--- src/rtl/onehot_pkg.sv ---
// Shared definitions for the one-hot encoder/decoder/arbiter family:
// multi-hot priority selectors and the index-width helper.
package onehot_pkg;

    localparam int PRIO_LSB = 0;
    localparam int PRIO_MSB = 1;

    // Binary index width for an n-wide one-hot vector, never narrower than one bit.
    function automatic int idx_width(input int n);
        return (n <= 2) ? 1 : $clog2(n);
    endfunction

endpackage

--- src/rtl/one_hot_prio_encoder.sv ---
// Combinational one-hot to index encoder with zero-hot / multi-hot detection
// and a selectable winner when more than one bit is set.
module one_hot_prio_encoder
    import onehot_pkg::*;
#(
    parameter int N        = 8,
    parameter int PRIO_MSB = 0
) (
    input  logic [N-1:0]              in_onehot,
    output logic [idx_width(N)-1:0]   index,
    output logic                      zero,
    output logic                      multi
);

    localparam int W = idx_width(N);

    logic [N-1:0] dup;
    logic         found;

    // A bit is a duplicate when any lower bit is also set.
    for (genvar gi = 0; gi < N; gi++) begin : g_dup
        if (gi == 0) begin : g_first
            assign dup[gi] = 1'b0;
        end else begin : g_rest
            assign dup[gi] = in_onehot[gi] & (|in_onehot[gi-1:0]);
        end
    end

    assign zero  = ~|in_onehot;
    assign multi = |dup;

    always_comb begin
        index = '0;
        found = 1'b0;
        for (int i = 0; i < N; i++) begin
            if (PRIO_MSB != 0) begin
                // Later hits overwrite earlier ones, so the highest set bit wins.
                if (in_onehot[i]) begin
                    index = W'(i);
                end
            end else if (!found && in_onehot[i]) begin
                index = W'(i);
                found = 1'b1;
            end
        end
    end

endmodule

--- src/rtl/one_hot_encoder_pipe.sv ---
// Registered one-hot to binary encoder with valid/ready on both sides and a
// saturating count of malformed (zero-hot or multi-hot) words accepted.
module one_hot_encoder_pipe
    import onehot_pkg::*;
#(
    parameter int N        = 8,
    parameter int PRIO_MSB = 0,
    parameter int CNT_W    = 8
) (
    input  logic                     clk,
    input  logic                     rst_n,
    input  logic                     in_valid,
    output logic                     in_ready,
    input  logic [N-1:0]             in_onehot,
    output logic                     out_valid,
    input  logic                     out_ready,
    output logic [idx_width(N)-1:0]  out_bin,
    output logic                     out_zero,
    output logic                     out_multi,
    input  logic                     err_clr,
    output logic [CNT_W-1:0]         err_cnt
);

    localparam int               W       = idx_width(N);
    localparam logic [CNT_W-1:0] CNT_MAX = '1;

    logic [W-1:0]     enc_index;
    logic             enc_zero;
    logic             enc_multi;
    logic             accept;
    logic             malformed;

    logic             out_valid_reg;
    logic [W-1:0]     out_bin_reg;
    logic             out_zero_reg;
    logic             out_multi_reg;
    logic [CNT_W-1:0] err_cnt_reg;
    logic [CNT_W-1:0] err_cnt_next;
    logic [CNT_W-1:0] err_cnt_base;

    one_hot_prio_encoder #(
        .N        (N),
        .PRIO_MSB (PRIO_MSB)
    ) u_enc (
        .in_onehot (in_onehot),
        .index     (enc_index),
        .zero      (enc_zero),
        .multi     (enc_multi)
    );

    assign in_ready  = !out_valid_reg || out_ready;
    assign accept    = in_valid && in_ready;
    assign malformed = accept && (enc_zero || enc_multi);

    // Clear takes effect first so a malformed word on the same edge still counts.
    always_comb begin
        err_cnt_base = err_clr ? '0 : err_cnt_reg;
        err_cnt_next = err_cnt_base;
        if (malformed && (err_cnt_base != CNT_MAX)) begin
            err_cnt_next = err_cnt_base + 1'b1;
        end
    end

    always_ff @(posedge clk or negedge rst_n) begin
        if (!rst_n) begin
            out_valid_reg <= 1'b0;
            out_bin_reg   <= '0;
            out_zero_reg  <= 1'b0;
            out_multi_reg <= 1'b0;
            err_cnt_reg   <= '0;
        end else begin
            if (accept) begin
                out_valid_reg <= 1'b1;
                out_bin_reg   <= enc_index;
                out_zero_reg  <= enc_zero;
                out_multi_reg <= enc_multi;
            end else if (out_ready) begin
                out_valid_reg <= 1'b0;
            end
            err_cnt_reg <= err_cnt_next;
        end
    end

    assign out_valid = out_valid_reg;
    assign out_bin   = out_bin_reg;
    assign out_zero  = out_zero_reg;
    assign out_multi = out_multi_reg;
    assign err_cnt   = err_cnt_reg;

endmodule

--- config.mk ---
export PLATFORM = sky130hd
export DESIGN_NAME = one_hot_encoder_pipe
export DESIGN_NICKNAME = d
export VERILOG_FILES = /design/src/rtl/onehot_pkg.sv /design/src/rtl/one_hot_prio_encoder.sv /design/src/rtl/one_hot_encoder_pipe.sv
export SDC_FILE = /design/constraint.sdc
export NUM_CORES = 1
export LEC_CHECK = 0
export CORE_ASPECT_RATIO = 1.5
export CORE_MARGIN = 1.5
export CORE_UTILIZATION = 35
export DETAILED_ROUTE_END_ITERATION = 10
export GPL_ROUTABILITY_DRIVEN = 0
export PLACE_DENSITY_LB_ADDON = 0.05
export SKIP_LAST_GASP = 1
export SLEW_MARGIN = 30
export SYNTH_ARGS = -nofsm -noshare
export SYNTH_HDL_FRONTEND = slang
export SYNTH_SLANG_ARGS = --single-unit
--- constraint.sdc ---
create_clock -name clk -period 1.7 [get_ports clk]
set_input_delay 0.51 -clock clk [delete_from_list [all_inputs] [get_ports clk]]
set_output_delay 0.51 -clock clk [all_outputs]
set_load 0.05 [all_outputs]
==> impl_metrics.env, run 1 <==
export IMPL_htree_levels=1
export IMPL_hold_viol=0
export IMPL_ys_warn_count=0
export IMPL_swShare_pct=32.6
export IMPL_netlist_area_leader_share_pct=39.2
export IMPL_layout_commonest_cell="buf_4"
export IMPL_route_detailed_drc=4
export IMPL_reg2reg_depth=7
export IMPL_clock_path_buffers=2
export IMPL_firstDrtPassIters=7
export IMPL_final_cell_mix="38 x buf_4, 15 x buf_12, 11 x nand2_1, 11 x dfrtp_1"
export IMPL_dr_first_iter_drc_count=18
export IMPL_internal_power_uw=729
export IMPL_clkTransAtPathRegs_ns=0.09
export IMPL_core_um2=2450
export IMPL_syn_instance_count=94
export IMPL_finalCritPeriodShare_pct=105
export IMPL_synth_area_top_cells="dfrtp_1 39%, nor2b_1 5.6%, nand2_1 4.6%"
export IMPL_critical_path_class="input pin to flop"
export IMPL_cp_max_fo=6
export IMPL_p_leak_nw=0.777
export IMPL_fin_cells=185
export IMPL_gr_usage_all_layers_pct=20.1
export IMPL_fin_area_um2=1760
export IMPL_synth_cell_types=43
export IMPL_r2r_setup_slack_ns=0.09
export IMPL_worstReg2RegStart="err_cnt[1]"
export IMPL_yosys_area_share_simple_pct=27.3
export IMPL_vias=995
export IMPL_startpoint_type="input pin"
export IMPL_synth_seq_cells=14
export IMPL_die_w_um=44.3
export IMPL_multi_input_area_um2=589
export IMPL_synth_compound_area_share_pct=17.3
export IMPL_power_density_nw_per_um2=616
export IMPL_die_area_um2=2870
export IMPL_pwr_share_comb_pct=42.3
export IMPL_fin_skew_ns=0.0109
export IMPL_initial_core_util_pct=36.5
export IMPL_r2r_end="err_cnt[1]"
export IMPL_drive_gt1_share_pct=58.4
export IMPL_hold_buffers=0
export IMPL_setup_slack_ns=-0.0902
export IMPL_yosysSeqAreaShare_pct=39.2
export IMPL_syn_area_per_cell_um2=9.52
export IMPL_grt_pass1_wl_um=4370
export IMPL_io_buffers=27
export IMPL_utilization_pct=71.7
export IMPL_status="complete, but fails checks"
export IMPL_largest_reg_flops=8
export IMPL_holdWs_ns=0.519
export IMPL_maxSlewHeadroom_pct=79.9
export IMPL_slew_viol_final=0
export IMPL_finalSetupViolCount=7
export IMPL_vdd_drop_max_mv=0.535
export IMPL_yosys_area_share_adder_pct=3.92
export IMPL_place_area_um2=1600
export IMPL_grt_max_degree=15
export IMPL_min_period_ns=1.79
export IMPL_root_buffer="clkbuf_4"
export IMPL_antenna_found_initial=0
export IMPL_synth_area_leader_cell="dfrtp_1"
export IMPL_grt_pass1_vias=1043
export IMPL_rows=22
export IMPL_routedWlPerCell_um=14.2
export IMPL_rsz0062_at_grt="true"
export IMPL_cts_sinks=14
export IMPL_p_sw_uw=352
export IMPL_dp_cells=175
export IMPL_violations="design-rule violations, negative setup slack"
export IMPL_synthMuxAreaShare_pct=4.06
export IMPL_required_ns=1.88
export IMPL_pwr_share_seq_pct=35.5
export IMPL_setup_worst_path_end_class="flop"
export IMPL_nFillCells=173
export IMPL_synth_edf_count=0
export IMPL_fmax_mhz=559
export IMPL_wirelength_um=2620
export IMPL_numCtsBuffers=3
export IMPL_insertion_delay_ns=0.28
export IMPL_regArea_um2=354
export IMPL_setup_tns_ns=-0.306
export IMPL_synth_xor_xnor_area_share_pct=2.94
export IMPL_hpwl_um=2000
export IMPL_die_y_um=64.9
export IMPL_cp_data_arrival_time_ns=1.97
export IMPL_maxCapViolCount=0
export IMPL_clockPowerShare_pct=22.2
export IMPL_tightest_slew_ns=0.298
export IMPL_grt_overflow_total=0
export IMPL_syn_num_nets=108
export IMPL_async_flop_share_pct=100
export IMPL_hold_class="input pin to async pin"
export IMPL_synth_top_family_by_area="simple AND/OR/NAND/NOR gates"
export IMPL_syn_cell_area_um2=895
export IMPL_ioPinCount=28
export IMPL_ys_flop_type="dfrtp_1"
export IMPL_ant_nets=0
export IMPL_antenna_cells=0
export IMPL_fin_nets=176
export IMPL_drt_vias_per_instance=5.38
export IMPL_cts_tree="yes"
export IMPL_area_growth_pct=96.2
synthesized netlist by cell type, drive strengths merged (2+ instances only):
cell type / number
maj3: 2
nand3: 4
dfrtp: 14
mux2: 2
xnor2: 2
a211oi: 2
inv: 5
a41oi: 2
buf: 2
o31ai: 2
nor2b: 8
nor2: 6
nand2: 11
nor3: 3
a311oi: 2
clkbuf: 2
o21ai: 2
nor4: 2
what timing repair did:
| item | in CTS | in global routing |
|---|---|---|
| resized for setup | 41 | 16 |
| setup buffers | 5 | 1 |
| setup endpoints to repair | 11 | 9 |
| pin swaps | 8 | 8 |
stage by stage:
stage | setup slack [ns] | total power, mW
after detailed placement | -0.806 | 0.825
final | -0.0902 | 1.08
after floorplan | -0.197 | 0.574
after CTS | -0.150 | 1.08
after global routing | -0.129 | 1.13
after global placement | -0.773 | 0.820
power by group through the flow:
stage	Clock, mW	Sequential, mW	Combinational, mW
floorplan	0	0.467	0.107
global placement	0	0.390	0.430
detailed placement	0	0.391	0.434
CTS	0.247	0.385	0.450
global route	0.257	0.387	0.482
finish	0.240	0.383	0.458
layer usage:
metal | vias to the layer above | global-route usage (%) | wire length [um]
li1 | 484 | - | -
met1 | 468 | 22.0 | 985
met2 | 36 | 37.3 | 1440
met5 | - | 0 | 0
met3 | 7 | 1.11 | 117
met4 | 0 | 9.47 | 74
critical path, cell delays in order:
cell	delay, ns
clkdlybuf4s15_2	0.25
and2b_2	0.22
o211ai_1	0.24
a31o_1	0.27
and2_4	0.19
mux2_4	0.29
worst max path at each step:
stage               slack, ns  cells after the start    endpoint         start
floorplan               -0.20                      6  err_cnt[1]  in_onehot[0]
global placement        -0.77                      6   out_multi  in_onehot[3]
global route            -0.13                      7  err_cnt[6]  in_onehot[6]
detailed placement      -0.81                      7  err_cnt[4]  in_onehot[0]
CTS                     -0.15                      8  err_cnt[1]  in_onehot[2]
finish                  -0.09                      6  err_cnt[1]  in_onehot[6]
layout make-up:
type / count / share of cell area [%]
Timing Repair Buffer: 67 / 41.3
Sequential cell: 14 / 20.2
Tap cell: 24 / 1.71
Multi-Input combinational cell: 71 / 33.6
Inverter: 5 / 1.21
Clock buffer: 4 / 2.07
cell families (layout without fill, tap and decap cells):
logic type | count (synthesis) | count (layout)
multiplexers | 3 | 3
XOR/XNOR | 3 | 3
flip-flops | 14 | 14
AO/OA/AOI/OAI | 20 | 20
adder cells (fa/ha/maj) | 3 | 3
buffers and inverters | 9 | 76
AND/OR/NAND/NOR | 42 | 42
Note: power is estimated with default switching activity, not from simulation.
==> run 2, diff against run 1 <==
- CORE_ASPECT_RATIO: 1.5 -> 0.6
==> run 2 against run 1 <==
The run ends with negative setup slack left. Flip-flop and latch count did not move. Sequential power is 1% higher. Combinational power up 3%. Core utilization grew 8.1 points. Register-to-register slack got worse by 0.12 ns. Hold slack better by 0.0031 ns. Count of clock-buffer cells in the layout is the same. Non-clock buffer count is the same. Critical path type unchanged. Largest power group unchanged.
==> impl_metrics.env, run 2 (synthesis gave the netlist of run 1 again) <==
export IMPL_setup_tns_ns=-2.15
export IMPL_grt_pass1_wl_um=4980
export IMPL_critical_path_class="input pin to flop"
export IMPL_die_area_um2=2880
export IMPL_rsz0062_at_grt="true"
export IMPL_grt_pass1_vias=975
export IMPL_finalCritPeriodShare_pct=119
export IMPL_status="complete, but fails checks"
export IMPL_holdWs_ns=0.522
export IMPL_setup_worst_path_end_class="flop"
export IMPL_final_cell_mix="35 x buf_4, 16 x buf_12, 11 x nand2_1, 11 x dfrtp_1, 6 x buf_6"
export IMPL_tightest_slew_ns=0.418
export IMPL_fmax_mhz=494
export IMPL_maxSlewHeadroom_pct=72.0
export IMPL_grt_overflow_total=0
export IMPL_dr_first_iter_drc_count=32
export IMPL_cts_tree="yes"
export IMPL_finalSetupViolCount=9
export IMPL_cts_sinks=14
export IMPL_ioPinCount=28
export IMPL_core_um2=2290
export IMPL_multi_input_area_um2=616
export IMPL_grt_max_degree=15
export IMPL_die_w_um=68.3
export IMPL_antenna_cells=0
export IMPL_vias=1034
export IMPL_met2_usage_pct=36.1
export IMPL_worstReg2RegStart="out_valid"
export IMPL_regArea_um2=354
export IMPL_met3_usage_pct=7.26
export IMPL_fin_nets=176
export IMPL_hold_viol=0
export IMPL_top_usage_layer="met2"
export IMPL_ant_nets=0
export IMPL_p_leak_nw=0.798
export IMPL_min_period_ns=2.03
export IMPL_antenna_found_initial=0
export IMPL_vdd_drop_max_mv=0.458
export IMPL_hold_class="input pin to flop"
export IMPL_place_ws_ns=-0.902
export IMPL_startpoint_type="input pin"
export IMPL_firstDrtPassIters=4
export IMPL_critPathCapture="err_cnt[4]"
export IMPL_numCtsBuffers=3
export IMPL_total_power_mw=1.20
export IMPL_layout_commonest_cell="buf_4"
export IMPL_power_density_nw_per_um2=655
export IMPL_r2r_end="err_cnt[4]"
export IMPL_clkTransAtPathRegs_ns=0.06
export IMPL_maxCapViolCount=0
export IMPL_nFillCells=144
export IMPL_hpwl_um=2080
export IMPL_root_buffer="clkbuf_8"
export IMPL_die_y_um=42.2
export IMPL_insertion_delay_ns=0.25
export IMPL_fin_skew_ns=0.00421
export IMPL_wirelength_um=3320
export IMPL_gr_usage_all_layers_pct=24.0
export IMPL_io_buffers=27
export IMPL_drive_gt1_share_pct=59.6
export IMPL_drt_vias_per_instance=5.41
export IMPL_route_detailed_drc=0
export IMPL_grt_util_met1_pct=33.9
export IMPL_largest_reg_flops=8
export IMPL_violations="negative setup slack"
export IMPL_htree_levels=1
export IMPL_crit_start="in_onehot[2]"
export IMPL_required_ns=1.86
export IMPL_setup_slack_ns=-0.326
export IMPL_rows=13
export IMPL_cp_max_fo=7
export IMPL_hold_buffers=0
export IMPL_reg2reg_depth=6
export IMPL_routedWlPerCell_um=17.4
export IMPL_r2r_setup_slack_ns=-0.03
export IMPL_initial_core_util_pct=39.0
export IMPL_clock_path_buffers=2
export IMPL_slew_viol_final=0
export IMPL_area_growth_pct=104
export IMPL_cp_data_arrival_time_ns=2.18
## run 2: how the worst min path moves through the flow
stage	start	endpoint	cells past startpoint
2_1_floorplan	rst_n	err_cnt[0]	0
3_3_place_gp	out_bin[2]	out_bin[2]	2
3_5_place_dp	out_bin[1]	out_bin[1]	2
4_1_cts	in_onehot[1]	out_bin[1]	2
5_1_grt	in_onehot[1]	out_bin[1]	2
6_report	in_onehot[1]	out_bin[1]	2
## run 2: worst max-delay path, stage by stage
cell,delay (ns)
buf_6,0.10
buf_6,0.11
nor4_4,0.24
buf_4,0.19
mux2i_2,0.24
a31o_1,0.25
buf_6,0.16
a41oi_2,0.13
a211oi_2,0.25
## run 2: final cells by class
type                    instances  area share (%)
well taps                      30            2.05
inverters                       5            1.16
multi-input cells              71            33.7
clock buffers                   4            3.01
flip-flops and latches         14            19.4
repair buffers                 67            40.7
## run 2: where the power goes
part	internal [mW]	total, mW	switching (mW)
clock	0.206	0.336	0.131
combinational	0.246	0.474	0.228
sequential	0.360	0.387	0.0275
total	0.812	1.20	0.386
## run 2: stage by stage
step                std cells  area [um^2]  util (%)
floorplan                  94          923         -
global placement          179         1590      69.4
detailed placement        179         1590      69.4
CTS                       188         1780      77.6
global route              191         1830      79.7
finish                    191         1830      79.7
## run 2: what timing repair did
item	CTS	global route
pin swaps	15	4
gates resized for setup	51	4
setup buffers	5	3
setup endpoints to repair	13	9
## run 2: metal layers
layer | up-vias | part of all wire [%]
met5 | - | 0
met4 | 0 | 1.2
met3 | 4 | 6.1
met2 | 48 | 47
met1 | 499 | 46
li1 | 483 | -
==> run 3, diff against run 2 <==
--- a/constraint.sdc
+++ b/constraint.sdc
@@ -3,2 +3,2 @@
 set_output_delay 0.51 -clock clk [all_outputs]
-set_load 0.05 [all_outputs]
+set_load 0.005 [all_outputs]
==> run 3 against run 2 <==
The run still ends with negative setup slack left. First-iteration DRC count up 100%. Sequential power down 4%. Sequential share of layout area up 2.5 points. Non-clock buffer count up 2. Critical path depth unchanged. Flip-flop and latch count unchanged. Via count down 4.2%. Clock power down 18%. Worst setup slack better by 0.11 ns.
==> impl_metrics.env, run 3 (synthesis gave the netlist of run 1 again) <==
export IMPL_firstDrtPassIters=4
export IMPL_dr_first_iter_drc_count=64
export IMPL_startpoint_type="input pin"
export IMPL_clkTransAtPathRegs_ns=0.05
export IMPL_hold_viol=0
export IMPL_critical_path_class="input pin to flop"
export IMPL_io_buffers=27
export IMPL_route_detailed_drc=0
export IMPL_setup_tns_ns=-1.36
export IMPL_p_leak_nw=0.707
export IMPL_gr_usage_all_layers_pct=21.1
export IMPL_setup_slack_ns=-0.215
export IMPL_die_w_um=68.3
export IMPL_tightest_slew_ns=0.327
export IMPL_fin_skew_ns=0.00465
export IMPL_finalCritPeriodShare_pct=113
export IMPL_antenna_cells=0
export IMPL_cts_tree="yes"
export IMPL_layout_commonest_cell="buf_4"
export IMPL_hpwl_um=1940
export IMPL_cp_max_fo=3
export IMPL_hold_class="flop to flop"
export IMPL_die_y_um=42.2
export IMPL_min_period_ns=1.92
export IMPL_drt_vias_per_instance=5.16
export IMPL_grt_max_degree=15
export IMPL_grt_overflow_total=0
export IMPL_root_buffer="clkbuf_8"
export IMPL_status="complete, but fails checks"
export IMPL_ant_nets=0
export IMPL_rows=13
export IMPL_final_cell_mix="39 x buf_4, 15 x clkdlybuf4s50_1, 13 x dfrtp_1, 11 x nand2_1, 6 x dlygate4sd2_1"
export IMPL_initial_core_util_pct=39.0
export IMPL_wirelength_um=2860
export IMPL_antenna_found_initial=0
export IMPL_maxCapViolCount=0
export IMPL_drive_gt1_share_pct=47.5
export IMPL_fin_nets=178
export IMPL_core_um2=2290
export IMPL_htree_levels=1
export IMPL_die_area_um2=2880
export IMPL_power_density_nw_per_um2=582
export IMPL_maxSlewHeadroom_pct=77.9
export IMPL_largest_reg_flops=8
export IMPL_finalSetupViolCount=9
export IMPL_cts_sinks=14
export IMPL_numCtsBuffers=3
export IMPL_fmax_mhz=522
export IMPL_vdd_drop_max_mv=0.530
export IMPL_required_ns=1.83
export IMPL_area_growth_pct=79.3
export IMPL_grt_pass1_wl_um=4490
export IMPL_clock_path_buffers=2
export IMPL_routedWlPerCell_um=14.9
export IMPL_rsz0062_at_grt="true"
export IMPL_cp_data_arrival_time_ns=2.04
export IMPL_vias=991
export IMPL_holdWs_ns=0.479
export IMPL_ioPinCount=28
export IMPL_slew_viol_final=0
export IMPL_violations="negative setup slack"
export IMPL_insertion_delay_ns=0.25
export IMPL_setup_worst_path_end_class="flop"
export IMPL_grt_pass1_vias=893
## run 3: final cells by class
class                      instances  area [um^2]
clock buffer                       3         41.3
fill                             178          689
inverter                           5         18.8
multi-input combinational         71          577
sequential                        14          352
tap                               30         37.5
timing repair buffer              69          578
## run 3: repair_timing
item                                    in CTS  in global routing
gates resized for setup                     46                  2
pin swaps                                   14                  6
endpoints found under the setup margin      14                 13
buffers inserted                             8                  9
hold buffers                                 0                  0
## run 3: per-layer routing
metal	GRT usage [%]	wire length, um	vias to the layer above
li1	-	-	481
met1	32.2	1460	472
met2	28.9	1250	36
met4	3.60	11	0
met5	0	0	-
met3	6.45	140	2
## run 3: worst max-delay path, cell delays in order
cell and delay [ns]:
buf_6 0.10, buf_6 0.11, nor4_4 0.23, buf_4 0.18, buf_6 0.10, o211ai_1 0.09, a31o_1 0.28, and2_4 0.17
mux2_4 0.29
## run 3: through the flow
step / power (mW) / setup slack, ns / cells / utilization, % / area (um^2)
global placement: 0.636 / -0.848 / 172 / 60.2 / 1380
global route: 0.984 / -0.265 / 192 / 69.9 / 1600
finish: 0.934 / -0.215 / 192 / 69.9 / 1600
detailed placement: 0.640 / -0.883 / 172 / 60.2 / 1380
floorplan: 0.480 / -0.196 / 94 / - / 915
CTS: 0.937 / -0.191 / 183 / 66.8 / 1530
## run 3: power breakdown
| group | total (mW) | leakage [nW] | internal, mW | switching (mW) |
|---|---|---|---|---|
| clock | 0.276 | 0.0216 | 0.157 | 0.119 |
| sequential | 0.373 | 0.182 | 0.358 | 0.0157 |
| combinational | 0.284 | 0.503 | 0.167 | 0.117 |
| total | 0.934 | 0.707 | 0.682 | 0.252 |
## run 3: final timing paths
kind / from / to / slack, ns / cells after the start
max: in_onehot[2] / err_cnt[1] / -0.22 / 9
min: out_bin[1] / out_bin[1] / 0.48 / 2
max in group asynchronous: rst_n / err_cnt[5] / 0.95 / 2
min in group asynchronous: rst_n / err_cnt[7] / 0.57 / 2
min reg2reg: out_bin[1] / out_bin[1] / 0.48 / 2
max reg2reg: out_valid / err_cnt[1] / 0.08 / 6
==> patch 1 (config.mk and constraints of run 3) <==
`PRIO_MSB` is set to 0 in 2 places; all go to 1.
--- a/src/rtl/one_hot_prio_encoder.sv
+++ b/src/rtl/one_hot_prio_encoder.sv
@@ -5,5 +5,5 @@
 #(
     parameter int N        = 8,
-    parameter int PRIO_MSB = 0
+    parameter int PRIO_MSB = 1
 ) (
     input  logic [N-1:0]              in_onehot,
--- a/src/rtl/one_hot_encoder_pipe.sv
+++ b/src/rtl/one_hot_encoder_pipe.sv
@@ -5,5 +5,5 @@
 #(
     parameter int N        = 8,
-    parameter int PRIO_MSB = 0,
+    parameter int PRIO_MSB = 1,
     parameter int CNT_W    = 8
 ) (
Check against the original RTL: not equivalent (Yosys sat finds a counterexample within 4 cycles, from zero or initial values and one cycle with rst_n low).
==> patch 1 against run 3 <==
The run still ends with setup timing left; synthesized area is 7.7% lower; critical path type unchanged; setup slack better by 31 ps; non-clock buffer count is 6 lower; sequential cell count stayed put; clock skew is 1.3 ps lower; final area is 0.31% higher; total power is 2.7% lower; routed wire length is 2.6% lower.
==> patch 1: results (changes against run 3) <==
Non-Clock Buffer Count=63 (-8.7%); invs w/o clock=3 (-2); crit-path leading delay family=simple AND/OR/NAND/NOR gates; worst slack at placement=-776.3 ps (+107.1 ps); GR Util All Layers=22.91% (+1.8 points); status=complete, but fails checks; crit path DAT=2010 ps (-30 ps); post-synthesis sequential area ratio=42.42% (+3.3 points); Setup TNS Final=-825.5 ps (+534.7 ps); vias in the first global route=878 (-1.7%); setup slack after layout=-184.9 ps (+30.53 ps); R2R Setup Slk=-170 ps (-250 ps); Fill cells=171 (-3.9%); ClkCell Share=3.421% (+0.85 points); failing checks=setup timing; multi-input gate share of the layout cell area=37.40% (+1.4 points); WL per Instance=15.13 um (+1.6%); P&R area growth vs syn=94.85%; xor and xnor fraction of the mapped netlist area=6.364% (+3.4 points); post-synthesis compound-gate area fraction=15.76% (-1.6 points); first-pass GRT wire length=4.229 mm (-5.8%); Worst Path Max Fanout=5 (+2); Max VDD drop=0.0004953 V (-6.6%); switching share of power=24.69% (-2.3 points); GR Util met3=7.418% (+0.97 points); clkbuf count=4 (+1); placed insts=169 (-1.7%); Synth Area per Inst=9.279 um^2 (-2.5%); Routed met2 length=1.240 mm (-0.56%); multi-input gates=70 (-1.4%); syn_nets=103 (-4.6%); Setup Skew=3.306 ps (-1.345 ps); register share of the cell area=21.77% (-0.15 points); Post-DP HPWL=1.872 mm (-3.7%); final setup vio count=8 (-1); Tightest Pin Transition=360.5 ps (+33.19 ps); final hold slack=478.5 ps (-0.4330 ps); mux cell area share after synthesis=1.818% (-2.2 points)
patch 1: cell count changes in the layout (fill, tap and decap cells not counted), moves of 3 or more:
cell / delta
nor2b_1: -3
a21oi_1: +3
nor2_1: -3
nor2_4: +3
o21ai_0: +3
nor2b_2: -3
nand2b_1: +5
buf_4: -8
clkdlybuf4s50_1: -5
patch 1: what timing repair did:
item,in CTS,in global routing
buffers inserted,7,4
endpoints found under the setup margin,16,11
resized for setup,61,9
pin swaps,17,7
patch 1: path summary, 6_finish.rpt:
check                                       startpoint                     end  cells after the start
worst max-delay path                           err_clr    err_cnt[1]$_DFF_PN0_                     11
worst min-delay path            out_bin[0]$_DFFE_PN0P_  out_bin[0]$_DFFE_PN0P_                      2
worst max register to register    err_cnt[0]$_DFF_PN0_    err_cnt[1]$_DFF_PN0_                     10
worst min register to register  out_bin[0]$_DFFE_PN0P_  out_bin[0]$_DFFE_PN0P_                      2
max in group asynchronous                        rst_n    err_cnt[6]$_DFF_PN0_                      2
min in group asynchronous                        rst_n    err_cnt[5]$_DFF_PN0_                      2
patch 1: worst reg2reg max path, delay by kind of cell (launching register included):
kind                       cells  cell delay, ps
and+or+nand+nor                6             670
DFF                            1             430
muxes                          1             300
buffers and inverters          2             230
adders and majority gates      1             140
patch 1: power by group through the flow:
| stage | logic [mW] | clock network [mW] | registers [mW] |
|---|---|---|---|
| 6_report | 0.221 | 0.319 | 0.368 |
| 4_1_cts | 0.217 | 0.326 | 0.368 |
| 3_5_place_dp | 0.212 | 0 | 0.372 |
| 5_1_grt | 0.240 | 0.343 | 0.370 |
| 3_3_place_gp | 0.209 | 0 | 0.373 |
| 2_1_floorplan | 0.0746 | 0 | 0.374 |
==> patch 2 (config.mk and constraints of run 3) <==
Without the edit above. Register the output `err_cnt` once more, cleared by the reset; this adds one clock of latency there. The other outputs are not delayed to match.
--- a/src/rtl/one_hot_encoder_pipe.sv
+++ b/src/rtl/one_hot_encoder_pipe.sv
@@ -86,5 +86,11 @@
     assign out_zero  = out_zero_reg;
     assign out_multi = out_multi_reg;
-    assign err_cnt   = err_cnt_reg;
+    always_ff @(posedge clk or negedge rst_n) begin
+        if (!rst_n) begin
+            err_cnt <= '0;
+        end else begin
+            err_cnt <= err_cnt_reg;
+        end
+    end
 
 endmodule
Formal check against the unedited RTL: not equivalent (Yosys sat finds a counterexample within 4 cycles, from zero or initial values and one cycle with rst_n low).
==> patch 2 against run 3 <==
The run still ends with setup timing left; total power grew 28%; sequential share of layout area increased by 8.3 points; hold slack got worse by 84 ps; setup slack better by 110 ps; largest cell class is now multi-input combinational cells; register-to-register slack got worse by 110 ps; highest routed layer unchanged; synthesized area grew 22%; count of clock-buffer cells in the layout is the same; routed wire length decreased by 3.3%; maximum frequency increased by 6.1%; first-iteration DRC count decreased by 6.3%; final area grew 13%; sequential cell count up 8.
==> patch 2: results (changes against run 3) <==
synth top area cells=dfrtp_1, nor2b_1, nand2_1, maj3_2, nor2_1; status=complete, but fails checks; final core occ=62.14% (-7.8 points); Post-DP HPWL=1.902 mm (-2.1%); DRT iter0 DRCs=60 (-6.3%); vias per cell=4.782 (-7.4%); xor and xnor fraction of the mapped netlist area=2.400% (-0.54 points); first-pass GRT wire length=4.416 mm (-1.7%); crit path DAT=1950 ps (-90 ps); Non-Clock Buffer Count=68 (-1.4%); diode count=0 (unchanged); fraction of registers with async set/reset=100.0% (unchanged); number of gates resized after cts=41 (-11%); multi-input gates=71 (unchanged); crit-path leading delay family=simple AND/OR/NAND/NOR gates; comb pwr=0.306 mW (+7.7%); critical-path cell with the highest stage delay=a31o_1; Cell Int Power=0.9000 mW (+32%); Static Leak=0.8194 nW (+16%); Reg clk slew, reported paths=70 ps (+20 ps); ClkCell Share=2.270% (-0.30 points); setup slack after layout=-105.2 ps (+110.2 ps); syn_nets=116 (+7.4%); failing checks=setup timing; final hold slack=395.4 ps (-83.59 ps); worst slack at placement=-867.0 ps (+16.45 ps); Core Box Area=2928 um^2 (+28%); vias in the first global route=927 (+3.8%); Fill cells=252 (+42%); port buffer count=27 (unchanged); final WL=2.765 mm (-3.3%); Post-CTS Setup Repair Bufs=11 (+3); slew margin rel.=78.36% (+0.48 points); largest net degree at the start of global routing=23 (+8); total placed instance area=1612 um^2 (+17%); multi-input gate share of the layout cell area=31.77% (-4.2 points); post-synthesis compound-gate area fraction=14.17% (-3.2 points); Worst Path Max Fanout=4 (+1); die width=75.21 um (+10%); R2R Setup Slk=-30 ps (-110 ps); switching pwr=0.2925 mW (+16%); final setup vio count=9 (unchanged); Seq power=0.576 mW (+54%); number of flip-flops in the largest register=16 (+8); Synth Area in Adders=3.200% (-0.72 points); Setup Skew=4.480 ps (-0.1718 ps); synth cell count leaders=dfrtp_1, nand2_1, nor2b_1, nor2_1, inv_1; Cells after Synth=102 (+8.5%); placed insts=194 (+13%); GR Util All Layers=17.74% (-3.3 points); initial antenna violation count=0 (unchanged); mux cell area share after synthesis=3.314% (-0.74 points); clock sinks=22 (+8)
[patch 2: metal layers]
layer | track usage, % | vias up | wire length, um
met5 | 0 | - | 0
met4 | 5.357 | 0 | 25
met3 | 5.470 | 4 | 117
met2 | 23.89 | 23 | 1208
met1 | 26.78 | 477 | 1414
li1 | - | 505 | -
[patch 2: worst paths after layout]
check | startpoint | endpoint | cells after the start
worst min register to register | err_cnt_reg[1]$_DFF_PN0_ | err_cnt[1]$_DFF_PN0_ | 0
worst max register to register | out_valid$_DFFE_PN0P_ | err_cnt_reg[1]$_DFF_PN0_ | 6
worst min-delay path | err_cnt_reg[1]$_DFF_PN0_ | err_cnt[1]$_DFF_PN0_ | 0
min in group asynchronous | rst_n | out_bin[2]$_DFFE_PN0P_ | 2
max in group asynchronous | rst_n | err_cnt[6]$_DFF_PN0_ | 2
worst max-delay path | in_onehot[0] | err_cnt_reg[1]$_DFF_PN0_ | 8
